--- src/rtl/mem_test_gen_if.sv ---
// Burst request/data bus between mem_test_gen (master side) and the AXI burst master (slave side).
interface mem_test_gen_if #(
  parameter int MEM_DATA_BITS = 64
);
  logic                     wr_burst_req;
  logic [9:0]               wr_burst_len;
  logic [31:0]              wr_burst_addr;
  logic                     wr_burst_data_req;
  logic [MEM_DATA_BITS-1:0] wr_burst_data;
  logic                     wr_burst_finish;
  logic                     rd_burst_req;
  logic [9:0]               rd_burst_len;
  logic [31:0]              rd_burst_addr;
  logic                     rd_burst_data_valid;
  logic [MEM_DATA_BITS-1:0] rd_burst_data;
  logic                     rd_burst_finish;

  modport master (
    output wr_burst_req, wr_burst_len, wr_burst_addr, wr_burst_data,
    output rd_burst_req, rd_burst_len, rd_burst_addr,
    input  wr_burst_data_req, wr_burst_finish,
    input  rd_burst_data_valid, rd_burst_data, rd_burst_finish
  );

  modport slave (
    input  wr_burst_req, wr_burst_len, wr_burst_addr, wr_burst_data,
    input  rd_burst_req, rd_burst_len, rd_burst_addr,
    output wr_burst_data_req, wr_burst_finish,
    output rd_burst_data_valid, rd_burst_data, rd_burst_finish
  );
endinterface

--- src/rtl/mem_test_gen.sv ---
// Write-then-readback memory sweeper with pattern select, error counting and first-failure capture.
// Define MEM_TEST_PRBS_EN to build the LFSR pattern for mode 3; otherwise mode 3 repeats mode 0.
module mem_test_gen #(
  parameter int MEM_DATA_BITS = 64,
  parameter int ADDR_BITS     = 27,
  parameter int BURST_LEN     = 128,
  parameter int CNT_BITS      = 16
) (
  input  logic                 mem_clk,
  input  logic                 rst_n,
  input  logic                 enable,
  input  logic [1:0]           mode,
  mem_test_gen_if.master       bus,
  output logic                 busy,
  output logic                 error,
  output logic [CNT_BITS-1:0]  err_cnt,
  output logic [ADDR_BITS-1:0] first_err_addr,
  output logic [CNT_BITS-1:0]  pass_cnt
);
  localparam int                   LANES     = MEM_DATA_BITS / 32;
  localparam int                   IDX_BITS  = (BURST_LEN > 1) ? $clog2(BURST_LEN) : 1;
  localparam logic [IDX_BITS-1:0]  IDX_MASK  = IDX_BITS'(BURST_LEN - 1);
  localparam logic [ADDR_BITS-1:0] LAST_BASE = ~ADDR_BITS'(BURST_LEN - 1);
  localparam logic [31:0]          DW        = 32'(MEM_DATA_BITS);

  typedef enum logic [2:0] {IDLE, WR_REQ, WR_GAP, RD_REQ, RD_GAP} state_e;
  typedef logic [MEM_DATA_BITS-1:0] word_t;

  function automatic word_t pattern(input logic [1:0] md, input logic [ADDR_BITS-1:0] a);
    word_t lanes;
    lanes = {LANES{32'(a)}};
    unique case (md)
      2'd1:    return ~lanes;
      2'd2:    return word_t'(1) << (32'(a) % DW);
      default: return lanes;
    endcase
  endfunction

`ifdef MEM_TEST_PRBS_EN
  // x^32 + x^22 + x^2 + x + 1, Fibonacci form shifting toward the MSB.
  function automatic logic [31:0] lfsr_step(input logic [31:0] s);
    return {s[30:0], s[31] ^ s[21] ^ s[1] ^ s[0]};
  endfunction

  function automatic logic [31:0] lfsr_seed(input logic [ADDR_BITS-1:0] b);
    logic [31:0] s;
    s = 32'(b) ^ 32'hA5A5_A5A5;
    return (s == '0) ? 32'h1 : s;
  endfunction

  logic [31:0] wr_lfsr_q, wr_lfsr_d, rd_lfsr_q, rd_lfsr_d;
`endif

  state_e               state_q, state_d;
  logic [1:0]           mode_q, mode_d;
  logic [ADDR_BITS-1:0] base_q, base_d;
  logic [IDX_BITS-1:0]  wi_q, wi_d, ri_q, ri_d;
  word_t                wr_data_q, wr_data_d;
  logic                 wr_req_q, wr_req_d, rd_req_q, rd_req_d;
  logic                 busy_q, busy_d, error_q, error_d;
  logic [CNT_BITS-1:0]  err_cnt_q, err_cnt_d, pass_cnt_q, pass_cnt_d;
  logic [ADDR_BITS-1:0] first_err_addr_q, first_err_addr_d;
  logic                 first_err_seen_q, first_err_seen_d;
  logic [ADDR_BITS-1:0] wr_word_addr, rd_word_addr;
  word_t                expect_word;
  logic                 wr_beat, rd_beat, mismatch;

  always_comb begin
    // NOTE: every variable gets a default before the case so no path infers a latch.
    state_d          = state_q;
    mode_d           = mode_q;
    base_d           = base_q;
    wi_d             = wi_q;
    ri_d             = ri_q;
    wr_data_d        = wr_data_q;
    pass_cnt_d       = pass_cnt_q;
    err_cnt_d        = err_cnt_q;
    first_err_addr_d = first_err_addr_q;
    first_err_seen_d = first_err_seen_q;
    wr_beat          = (state_q == WR_REQ) && bus.wr_burst_data_req;
    rd_beat          = (state_q == RD_REQ) && bus.rd_burst_data_valid;
`ifdef MEM_TEST_PRBS_EN
    wr_lfsr_d        = wr_lfsr_q;
    rd_lfsr_d        = rd_lfsr_q;
`endif

    unique case (state_q)
      IDLE: begin
        if (enable) begin
          mode_d  = mode;
          base_d  = '0;
          state_d = WR_REQ;
        end
      end
      WR_REQ: begin
        if (wr_beat) wi_d = (wi_q + IDX_BITS'(1)) & IDX_MASK;
        if (bus.wr_burst_finish) state_d = WR_GAP;
      end
      WR_GAP: state_d = RD_REQ;
      RD_REQ: if (bus.rd_burst_finish) state_d = RD_GAP;
      RD_GAP: begin
        if (base_q == LAST_BASE) begin
          base_d     = '0;
          pass_cnt_d = pass_cnt_q + CNT_BITS'(1);
          if (enable) mode_d = mode;
        end else begin
          base_d = base_q + ADDR_BITS'(BURST_LEN);
        end
        state_d = enable ? WR_REQ : IDLE;
      end
      default: state_d = IDLE;
    endcase

    if (state_d == WR_REQ && state_q != WR_REQ) wi_d = '0;
    if (state_d == RD_REQ && state_q != RD_REQ) ri_d = '0;
    if (rd_beat) ri_d = (ri_q + IDX_BITS'(1)) & IDX_MASK;

    // Write word for the next cycle is prepared now so back-to-back data requests run at full rate.
    wr_word_addr = base_d + ADDR_BITS'(wi_d);
    if (state_d == WR_REQ) begin
      wr_data_d = pattern(mode_d, wr_word_addr);
`ifdef MEM_TEST_PRBS_EN
      if (wi_d == '0)   wr_lfsr_d = lfsr_seed(base_d);
      else if (wr_beat) wr_lfsr_d = lfsr_step(wr_lfsr_q);
      if (mode_d == 2'd3) wr_data_d = {LANES{wr_lfsr_d}};
`endif
    end

    rd_word_addr = base_q + ADDR_BITS'(ri_q);
    expect_word  = pattern(mode_q, rd_word_addr);
`ifdef MEM_TEST_PRBS_EN
    if (mode_q == 2'd3) expect_word = {LANES{rd_lfsr_q}};
    if (state_d == RD_REQ && state_q != RD_REQ) rd_lfsr_d = lfsr_seed(base_q);
    else if (rd_beat) rd_lfsr_d = (ri_d == '0) ? lfsr_seed(base_q) : lfsr_step(rd_lfsr_q);
`endif

    mismatch = rd_beat && (bus.rd_burst_data != expect_word);
    error_d  = mismatch;
    if (mismatch) begin
      if (err_cnt_q != '1) err_cnt_d = err_cnt_q + CNT_BITS'(1);
      if (!first_err_seen_q) begin
        first_err_seen_d = 1'b1;
        first_err_addr_d = rd_word_addr;
      end
    end

    wr_req_d = (state_d == WR_REQ);
    rd_req_d = (state_d == RD_REQ);
    busy_d   = (state_d != IDLE);
  end

  always_ff @(posedge mem_clk) begin
    if (!rst_n) begin
      state_q          <= IDLE;
      mode_q           <= '0;
      base_q           <= '0;
      wi_q             <= '0;
      ri_q             <= '0;
      wr_data_q        <= '0;
      wr_req_q         <= 1'b0;
      rd_req_q         <= 1'b0;
      busy_q           <= 1'b0;
      error_q          <= 1'b0;
      err_cnt_q        <= '0;
      pass_cnt_q       <= '0;
      first_err_addr_q <= '0;
      first_err_seen_q <= 1'b0;
`ifdef MEM_TEST_PRBS_EN
      wr_lfsr_q        <= '0;
      rd_lfsr_q        <= '0;
`endif
    end else begin
      // NOTE: non-blocking assignments so every flop samples the pre-edge value of the others.
      state_q          <= state_d;
      mode_q           <= mode_d;
      base_q           <= base_d;
      wi_q             <= wi_d;
      ri_q             <= ri_d;
      wr_data_q        <= wr_data_d;
      wr_req_q         <= wr_req_d;
      rd_req_q         <= rd_req_d;
      busy_q           <= busy_d;
      error_q          <= error_d;
      err_cnt_q        <= err_cnt_d;
      pass_cnt_q       <= pass_cnt_d;
      first_err_addr_q <= first_err_addr_d;
      first_err_seen_q <= first_err_seen_d;
`ifdef MEM_TEST_PRBS_EN
      wr_lfsr_q        <= wr_lfsr_d;
      rd_lfsr_q        <= rd_lfsr_d;
`endif
    end
  end

  assign bus.wr_burst_req  = wr_req_q;
  assign bus.wr_burst_len  = 10'(BURST_LEN);
  assign bus.wr_burst_addr = 32'(base_q);
  assign bus.wr_burst_data = wr_data_q;
  assign bus.rd_burst_req  = rd_req_q;
  assign bus.rd_burst_len  = 10'(BURST_LEN);
  assign bus.rd_burst_addr = 32'(base_q);
  assign busy              = busy_q;
  assign error             = error_q;
  assign err_cnt           = err_cnt_q;
  assign first_err_addr    = first_err_addr_q;
  assign pass_cnt          = pass_cnt_q;
endmodule

--- src/flat_wrapper.sv ---
// flat-port wrapper written by rule: the top's interface ports become plain ports
module mem_test_gen_flat 
#(
  parameter int MEM_DATA_BITS = 64,
  parameter int ADDR_BITS     = 27,
  parameter int BURST_LEN     = 128,
  parameter int CNT_BITS      = 16
)
  (mem_clk, rst_n, enable, mode, busy, error, err_cnt, first_err_addr, pass_cnt, bus_wr_burst_req, bus_wr_burst_len, bus_wr_burst_addr, bus_wr_burst_data, bus_rd_burst_req, bus_rd_burst_len, bus_rd_burst_addr, bus_wr_burst_data_req, bus_wr_burst_finish, bus_rd_burst_data_valid, bus_rd_burst_data, bus_rd_burst_finish);
  mem_test_gen_if #(.MEM_DATA_BITS(MEM_DATA_BITS)) bus_i ();
  input  logic mem_clk;
  input  logic rst_n;
  input  logic enable;
  input  logic [1:0] mode;
  output logic busy;
  output logic error;
  output logic [CNT_BITS-1:0] err_cnt;
  output logic [ADDR_BITS-1:0] first_err_addr;
  output logic [CNT_BITS-1:0] pass_cnt;
  output wire logic [$bits(bus_i.wr_burst_req)-1:0] bus_wr_burst_req;
  output wire logic [$bits(bus_i.wr_burst_len)-1:0] bus_wr_burst_len;
  output wire logic [$bits(bus_i.wr_burst_addr)-1:0] bus_wr_burst_addr;
  output wire logic [$bits(bus_i.wr_burst_data)-1:0] bus_wr_burst_data;
  output wire logic [$bits(bus_i.rd_burst_req)-1:0] bus_rd_burst_req;
  output wire logic [$bits(bus_i.rd_burst_len)-1:0] bus_rd_burst_len;
  output wire logic [$bits(bus_i.rd_burst_addr)-1:0] bus_rd_burst_addr;
  input wire logic [$bits(bus_i.wr_burst_data_req)-1:0] bus_wr_burst_data_req;
  input wire logic [$bits(bus_i.wr_burst_finish)-1:0] bus_wr_burst_finish;
  input wire logic [$bits(bus_i.rd_burst_data_valid)-1:0] bus_rd_burst_data_valid;
  input wire logic [$bits(bus_i.rd_burst_data)-1:0] bus_rd_burst_data;
  input wire logic [$bits(bus_i.rd_burst_finish)-1:0] bus_rd_burst_finish;
  assign bus_wr_burst_req = bus_i.wr_burst_req;
  assign bus_wr_burst_len = bus_i.wr_burst_len;
  assign bus_wr_burst_addr = bus_i.wr_burst_addr;
  assign bus_wr_burst_data = bus_i.wr_burst_data;
  assign bus_rd_burst_req = bus_i.rd_burst_req;
  assign bus_rd_burst_len = bus_i.rd_burst_len;
  assign bus_rd_burst_addr = bus_i.rd_burst_addr;
  assign bus_i.wr_burst_data_req = bus_wr_burst_data_req;
  assign bus_i.wr_burst_finish = bus_wr_burst_finish;
  assign bus_i.rd_burst_data_valid = bus_rd_burst_data_valid;
  assign bus_i.rd_burst_data = bus_rd_burst_data;
  assign bus_i.rd_burst_finish = bus_rd_burst_finish;
  mem_test_gen #(.MEM_DATA_BITS(MEM_DATA_BITS), .ADDR_BITS(ADDR_BITS), .BURST_LEN(BURST_LEN), .CNT_BITS(CNT_BITS)) u_core (.mem_clk(mem_clk), .rst_n(rst_n), .enable(enable), .mode(mode), .bus(bus_i), .busy(busy), .error(error), .err_cnt(err_cnt), .first_err_addr(first_err_addr), .pass_cnt(pass_cnt));
endmodule
--- config.mk ---
export PLATFORM = sky130hd
export DESIGN_NAME = mem_test_gen_flat
export DESIGN_NICKNAME = d
export VERILOG_FILES = /design/src/rtl/mem_test_gen_if.sv /design/src/rtl/mem_test_gen.sv /design/src/flat_wrapper.sv
export SDC_FILE = /design/constraint.sdc
export NUM_CORES = 1
export LEC_CHECK = 0
export BUFFER_PORTS_ARGS = -buffer_cell sky130_fd_sc_hd__buf_2
export CELL_PAD_IN_SITES_DETAIL_PLACEMENT = 1
export CELL_PAD_IN_SITES_GLOBAL_PLACEMENT = 2
export CORE_ASPECT_RATIO = 1.1
export CORE_MARGIN = 1.5
export CORE_UTILIZATION = 32
export CTS_BUF_LIST = sky130_fd_sc_hd__clkbuf_4
export DETAILED_ROUTE_END_ITERATION = 7
export GPL_ROUTABILITY_DRIVEN = 0
export PLACE_DENSITY_LB_ADDON = 0.1
export SYNTH_ARGS = -nofsm -noshare
export SYNTH_HDL_FRONTEND = slang
export SYNTH_SLANG_ARGS = --single-unit
--- constraint.sdc ---
create_clock -name mem_clk -period 5.9 [get_ports mem_clk]
set_input_delay 1.18 -clock mem_clk [delete_from_list [all_inputs] [get_ports mem_clk]]
set_output_delay 1.18 -clock mem_clk [all_outputs]
set_load 0.02 [all_outputs]
## Yosys cells after proc, flatten, opt, wreduce, memory -nomap -nowiden

Cells that the tools add are included.

- Add/subtract/negate cells: 7
- Equality and inequality tests: 15
- Shifts and indexed selects: 2
- Mux-type cells: 18
- Bitwise operators: 3
- Reduce and logical (&&, ||, !) cells: 11

Operator list:

| operator | number |
|---|---|
| case mux 64 bit (2 select lines) | 2 |
| inverter 59 -> 64 bit | 2 |
| left shift 1 x 6 -> 64 bit (first input constant) | 2 |
| != test 64 bit | 1 |
| adder 27 x 7 -> 27 bit | 2 |
| two-way mux 27 bit | 2 |
| case mux 27 bit (2 select lines) | 1 |
| two-way mux 7 bit | 5 |
| adder 16 x 1 -> 16 bit (second input constant) | 2 |
| adder 27 x 8 -> 27 bit (second input constant) | 1 |
| == test 27 bit (second input constant) | 1 |
| != test 16 bit (second input constant) | 1 |
| case mux 3 bit (5 select lines) | 1 |
| adder 7 x 1 -> 7 bit (second input constant) | 2 |
| == test 3 x 2 -> 1 bit (second input constant) | 3 |
| two-way mux 3 bit | 3 |
| == test 3 x 1 -> 1 bit (second input constant) | 2 |
| AND reduction 2 bit | 3 |
| logical AND 1 bit | 5 |
| == test 2 x 1 -> 1 bit (second input constant) | 2 |
| == test 2 bit (second input constant) | 2 |
| two-way mux 2 bit | 2 |
| case mux 2 bit (2 select lines) | 1 |
| == test 3 bit (second input constant) | 1 |
| other kinds (7) | 7 |

- Flip-flop bits (word level): 174
- Input port bits: 73
- Output and inout port bits: 211
- Word-level logic and storage cells: 70

## Logic depth before layout (Yosys ltp)

- Depth after elaboration: 8
- Gate-level depth with buffers: 23
- Gate-level depth less buffers: 21

## Worst setup path after synthesis

Ideal clock, no wire load.

- Path kind: register to register
- Start: register u_core.base_q[8]
- End: register u_core.wr_data_q[26], in the netlist u_core.bus.wr_burst_data[26]
- Data arrival time: 5,149 ps
- Data required time: 5,774 ps
- Slack: 626 ps
- Cell stages (with the launch flop): 22
- Path buffers: 2
- Clock period less this slack: 5,274 ps
- Cell sequence: dfxtp_1 -> buf_2 -> nand2_1 -> or4_4 -> or3_1 -> nor2_1 -> a21oi_1 -> clkbuf_1 -> and2_1 -> ha_1 -> nor2b_1 -> o21ai_0 -> a21boi_0 -> o21ai_0 -> a21boi_0 -> o21ai_1 -> nor4_2 -> nand2b_1 -> nor4_1 -> xor2_1 -> o21a_1 -> o22ai_1

- Longest elaborated chain between the ends: 6
- Elaborated cells on any way between the ends: 13

Ends and longest elaborated chain:

| what | RTL line | source |
|---|---|---|
| from (decl) | mem_test_gen.sv:56 | `logic [ADDR_BITS-1:0] base_q, base_d;` |
| from (signal assigned) | mem_test_gen.sv:176 | `base_q <= base_d;` |
| == test 27 bit (*) | mem_test_gen.sv:102 | `if (base_q == LAST_BASE) begin` |
| two-way mux 27 bit (*) | mem_test_gen.sv:102 |  |
| case mux 27 bit (2 select lines) (*) | mem_test_gen.sv:87 | `unique case (state_q)` |
| named net u_core.base_d[2] | mem_test_gen.sv:56 |  |
| adder 27 x 7 -> 27 bit (*) | mem_test_gen.sv:119 | `wr_word_addr = base_d + ADDR_BITS'(wi_d);` |
| left shift 1 x 6 -> 64 bit or inverter 59 -> 64 bit (tied branches) | mem_test_gen.sv:34, mem_test_gen.sv:33 |  |
| case mux 64 bit (2 select lines) (*) | mem_test_gen.sv:32 | `unique case (md)` |
| to (signal assigned) | mem_test_gen.sv:179 | `wr_data_q <= wr_data_d;` |
| to (decl) | mem_test_gen.sv:58 | `word_t wr_data_q, wr_data_d;` |

The timed path passes the listed nets; every way through them passes the cells marked *.
A chain may end at the register's enable or synchronous reset.

## Worst setup path in the final report

- Start: register u_core.base_q[1]
- End: register u_core.first_err_addr_q[12], in the netlist u_core.first_err_addr[12]

- Longest elaborated chain between the ends: 6
- Elaborated cells on any way between the ends: 7

Ends and longest elaborated chain:

| what | RTL line | source |
|---|---|---|
| adder 27 x 7 -> 27 bit (*) | mem_test_gen.sv:129 | `rd_word_addr = base_q + ADDR_BITS'(ri_q);` |
| left shift 1 x 6 -> 64 bit or inverter 59 -> 64 bit (tied branches) | mem_test_gen.sv:34, mem_test_gen.sv:33 |  |
| case mux 64 bit (2 select lines) | mem_test_gen.sv:32 |  |
| != test 64 bit | mem_test_gen.sv:137 | `mismatch = rd_beat && (bus.rd_burst_data != expect_word);` |
| logical AND 1 bit | mem_test_gen.sv:137 |  |
| AND reduction 2 bit (no source line) | n/a |  |
| to (signal assigned) | mem_test_gen.sv:186 | `first_err_addr_q <= first_err_addr_d;` |
| to (decl) | mem_test_gen.sv:62 | `logic [ADDR_BITS-1:0] first_err_addr_q, first_err_addr_d;` |

Every way passes the cells marked *; elsewhere a longest branch is shown, timed or not.

==> key figures <==
Floorplan
  • Die W: 196.1 um
  • Rows: 77
  • Area of the die: 0.04224 mm2
  • Die height: 215.4 um
  • Initial cell density of the core: 0.3251
  • CORE AREA: 0.04037 mm2
  • Io pins: 284

Power
  • Tot Pwr: 2.770 mW
  • Pwr per Cell Area: 184.2 mW/mm2
  • LEAKAGE: 6.187 nW
  • Worst VDD drop: 0.0001976 V

Synthesis
  • Synth unique cells: 90
  • Mux share of post-synthesis cell area: 0.03737
  • #FFs+latches synth: 174
  • Syn Std Cell Area: 0.01312 mm2
  • Syn avg cell area: 7.482 um2
  • Main synth FF type: dfxtp_1
  • FFs w/ async S/R, synth: 0
  • Syn Inst Count: 1754
  • Synth Area in Compound Gates: 0.2669
  • XOR/XNOR Fraction of Synth Area: 0.07084
  • Main combinational cell family by area after synthesis: compound AO/OA/AOI/OAI gates
  • Post-Synth Adder-Cell Area: 0.02498
  • Simple-gate portion of the synthesized area: 0.2507
  • Synth Warn #: 0
  • Register area share after synthesis: 0.2654
  • Number of flops mapped to enable cells by yosys: 0

Min path
  • Min-delay worst type: reg -> reg

Placement
  • Inst Count DP: 2448
  • Area after DPL: 0.01478 mm2
  • Pre-CTS WS: 0.5226 ns
  • HPWL after DPL: 46320 um
  • Port Buf Inserts: 253

Worst setup path
  • Worst EP arrival: 6.12 ns
  • CP required: 6.46 ns
  • Crit Path Max Fanout: 28
  • Startpoint Class: flip-flop
  • Crit Path Class: reg -> reg
  • CP endpoint kind: flip-flop

CTS
  • H-tree depth: 4
  • Hold buffers post-CTS: 0
  • CTS tree: built
  • TritonCTS Buffers: 17
  • CTS Root Cell: clkbuf_4
  • Clk_lat worst skew: 0.66 ns
  • Worst-path clk slew: 0.16 ns
  • Clock Path Buffers: 2
  • Post CTS Setup Buffer Count: 0
  • CTS resizes: 0
  • Clock sinks: 174

Finish
  • Final-layout fill cell count: 5082
  • Fin cells: 2480
  • Area Overhead vs Synth: 14.60%
  • Commonest non-fill, non-tap cells in the layout: buf_2 (252), a21oi_1 (179), dfxtp_1 (174)
  • Multi-input gate area: 0.008663 mm2
  • Seq. cell area: 0.003483 mm2
  • Net count, final: 2052
  • Layout cells sized above 1: 0.2141
  • Commonest non-fill, non-tap cell in the layout: buf_2
  • Finished Cell Area: 0.01504 mm2
  • Final core occ: 0.3726

Drt
  • Routed Antenna Nets: 0
  • Post-DR vias/cell: 5.804
  • Vias after detailed routing: 14390
  • Met1 Wirelength: 25450 um
  • DRT Wirelength: 59630 um
  • Routed wl met2: 28870 um
  • Highest Signal Layer: met4
  • TritonRoute pass-1 iters: 5
  • # DRC: 0
  • DR WL met3: 3352 um
  • DRT iter0 DRCs: 988
  • Drt wl/cell: 24.05 um

Timing
  • Tmin final: 5.559 ns
  • Final Skew: 0.03915 ns
  • Worst Hold Slack: 0.4702 ns
  • Final period utilization: 0.9421
  • Pins Over Slew Limit: 0
  • Final Hold Fails: 0
  • Fmax: 0.1799 GHz
  • Final TNS setup: 0 ns
  • Slew of the pin with the lowest slew margin: 1.279 ns
  • RSZ-0062 raised after global routing: false
  • Final setup fails: 0
  • Slew HR: 0.1231
  • Setup ws final: 0.3413 ns

GRT
  • Congestion Overflow GR: 0
  • Global-route wire length before repair: 89840 um
  • Total GRT Usage: 0.2795
  • Largest net degree at the start of global routing: 104
  • Initial antenna violation count: 2
  • Vias in the first global route: 14350

Outcome
  • Status: completed

Run
  • Max-cap viol count: 0
## Yosys cell counts (5+ instances only)
master	instances	area [um2]
a211oi_1	16	120.1
a211oi_2	16	200.2
a21o_1	13	97.59
a21oi_1	179	895.9
a221oi_1	7	61.31
a22oi_1	22	165.2
a31oi_1	10	62.56
and2_1	19	118.9
and3_1	20	125.1
buf_1	6	22.52
buf_2	18	90.09
buf_4	61	457.9
clkbuf_1	84	315.3
dfxtp_1	174	3483
ha_1	23	287.8
inv_1	40	150.1
mux2_2	5	56.30
mux2i_1	40	400.4
nand2_1	167	626.9
nand2b_1	32	200.2
nand3_1	45	225.2
nand4_1	29	181.4
nor2_1	169	634.4
nor2b_1	11	68.82
nor3_1	59	295.3
nor4_1	37	231.5
o211a_1	16	160.2
o211ai_1	15	112.6
o21a_1	20	150.1
o21ai_0	99	495.5
o21ai_1	10	50.05
o221a_2	6	67.56
o221ai_1	7	61.31
o22ai_1	12	75.07
o31a_1	5	43.79
o31ai_1	19	142.6
o41ai_1	7	61.31
or2_2	12	75.07
or3_1	15	93.84
or4_1	12	90.09
xnor2_1	48	420.4
xor2_1	50	437.9
## kinds of logic (layout without fill, tap and decap cells)
| family | Yosys count | count (layout) |
|---|---|---|
| xor gates and xnor gates | 102 | 102 |
| muxes | 47 | 47 |
| buffers and inverters | 216 | 400 |
| adders and majority gates | 25 | 25 |
| other | 2 | 31 |
| AOI/OAI and AO/OA | 527 | 527 |
| and+or+nand+nor | 661 | 661 |
| DFF | 174 | 174 |
## layout make-up
class / instances / share of cell area
Timing Repair Buffer: 326 / 0.1216
Antenna cell: 1 / 0.0001664
Sequential cell: 174 / 0.2316
Inverter: 43 / 0.01073
Multi-Input combinational cell: 1392 / 0.5760
Clock inverter: 14 / 0.008652
Tap cell: 513 / 0.04268
Clock buffer: 17 / 0.008486
## state kept, by name (all words and copies together), names as in the netlist, 2 cells and up
register and flops:
u_core.bus.wr_burst_data 64, u_core.base_q 27, u_core.first_err_addr 27, u_core.err_cnt 16
u_core.pass_cnt 16, u_core.ri_q 7, u_core.wi_q 7, u_core.state_q 3
u_core.mode_q 2
## metal layers
| metal | vias up | GRT usage |
|---|---|---|
| li1 | 6704 | - |
| met1 | 7084 | 0.3536 |
| met2 | 509 | 0.4794 |
| met3 | 96 | 0.04204 |
| met4 | 0 | 0.1026 |
| met5 | - | 0 |
## worst max-delay path, cell delays in order (launching register included)
cell and delay (ns):
dfxtp_1 0.61, inv_1 0.13, fa_1 0.52, nand2b_1 0.24, o2bb2ai_2 0.18, xnor2_2 0.67, nor3_1 0.35, a31oi_1 0.34
nand4_1 0.12, nor4_1 0.57, o22ai_1 0.24, nor4_1 0.33, buf_4 0.19, and4_1 0.26, buf_12 0.20, nor2_4 0.17
a211oi_1 0.31
## where the power goes
part           total, mW  switching (mW)  internal (mW)
clock network      0.698           0.484          0.214
logic              0.786           0.537          0.249
registers           1.29          0.0447           1.24
## final timing paths
| check | startpoint | endpoint | slack, ns | cells after the start |
|---|---|---|---|---|
| hold reg to reg | u_core.first_err_addr[6]$_SDFFE_PN0P_ | u_core.first_err_addr[6]$_SDFFE_PN0P_ | 0.47 | 2 |
| setup / recovery | u_core.base_q[1]$_SDFF_PN0_ | u_core.first_err_addr[12]$_SDFFE_PN0P_ | 0.34 | 16 |
| setup reg to reg | u_core.base_q[1]$_SDFF_PN0_ | u_core.first_err_addr[12]$_SDFFE_PN0P_ | 0.34 | 16 |
| hold / removal | u_core.first_err_addr[6]$_SDFFE_PN0P_ | u_core.first_err_addr[6]$_SDFFE_PN0P_ | 0.47 | 2 |
Power figures use the tool's default switching activity.
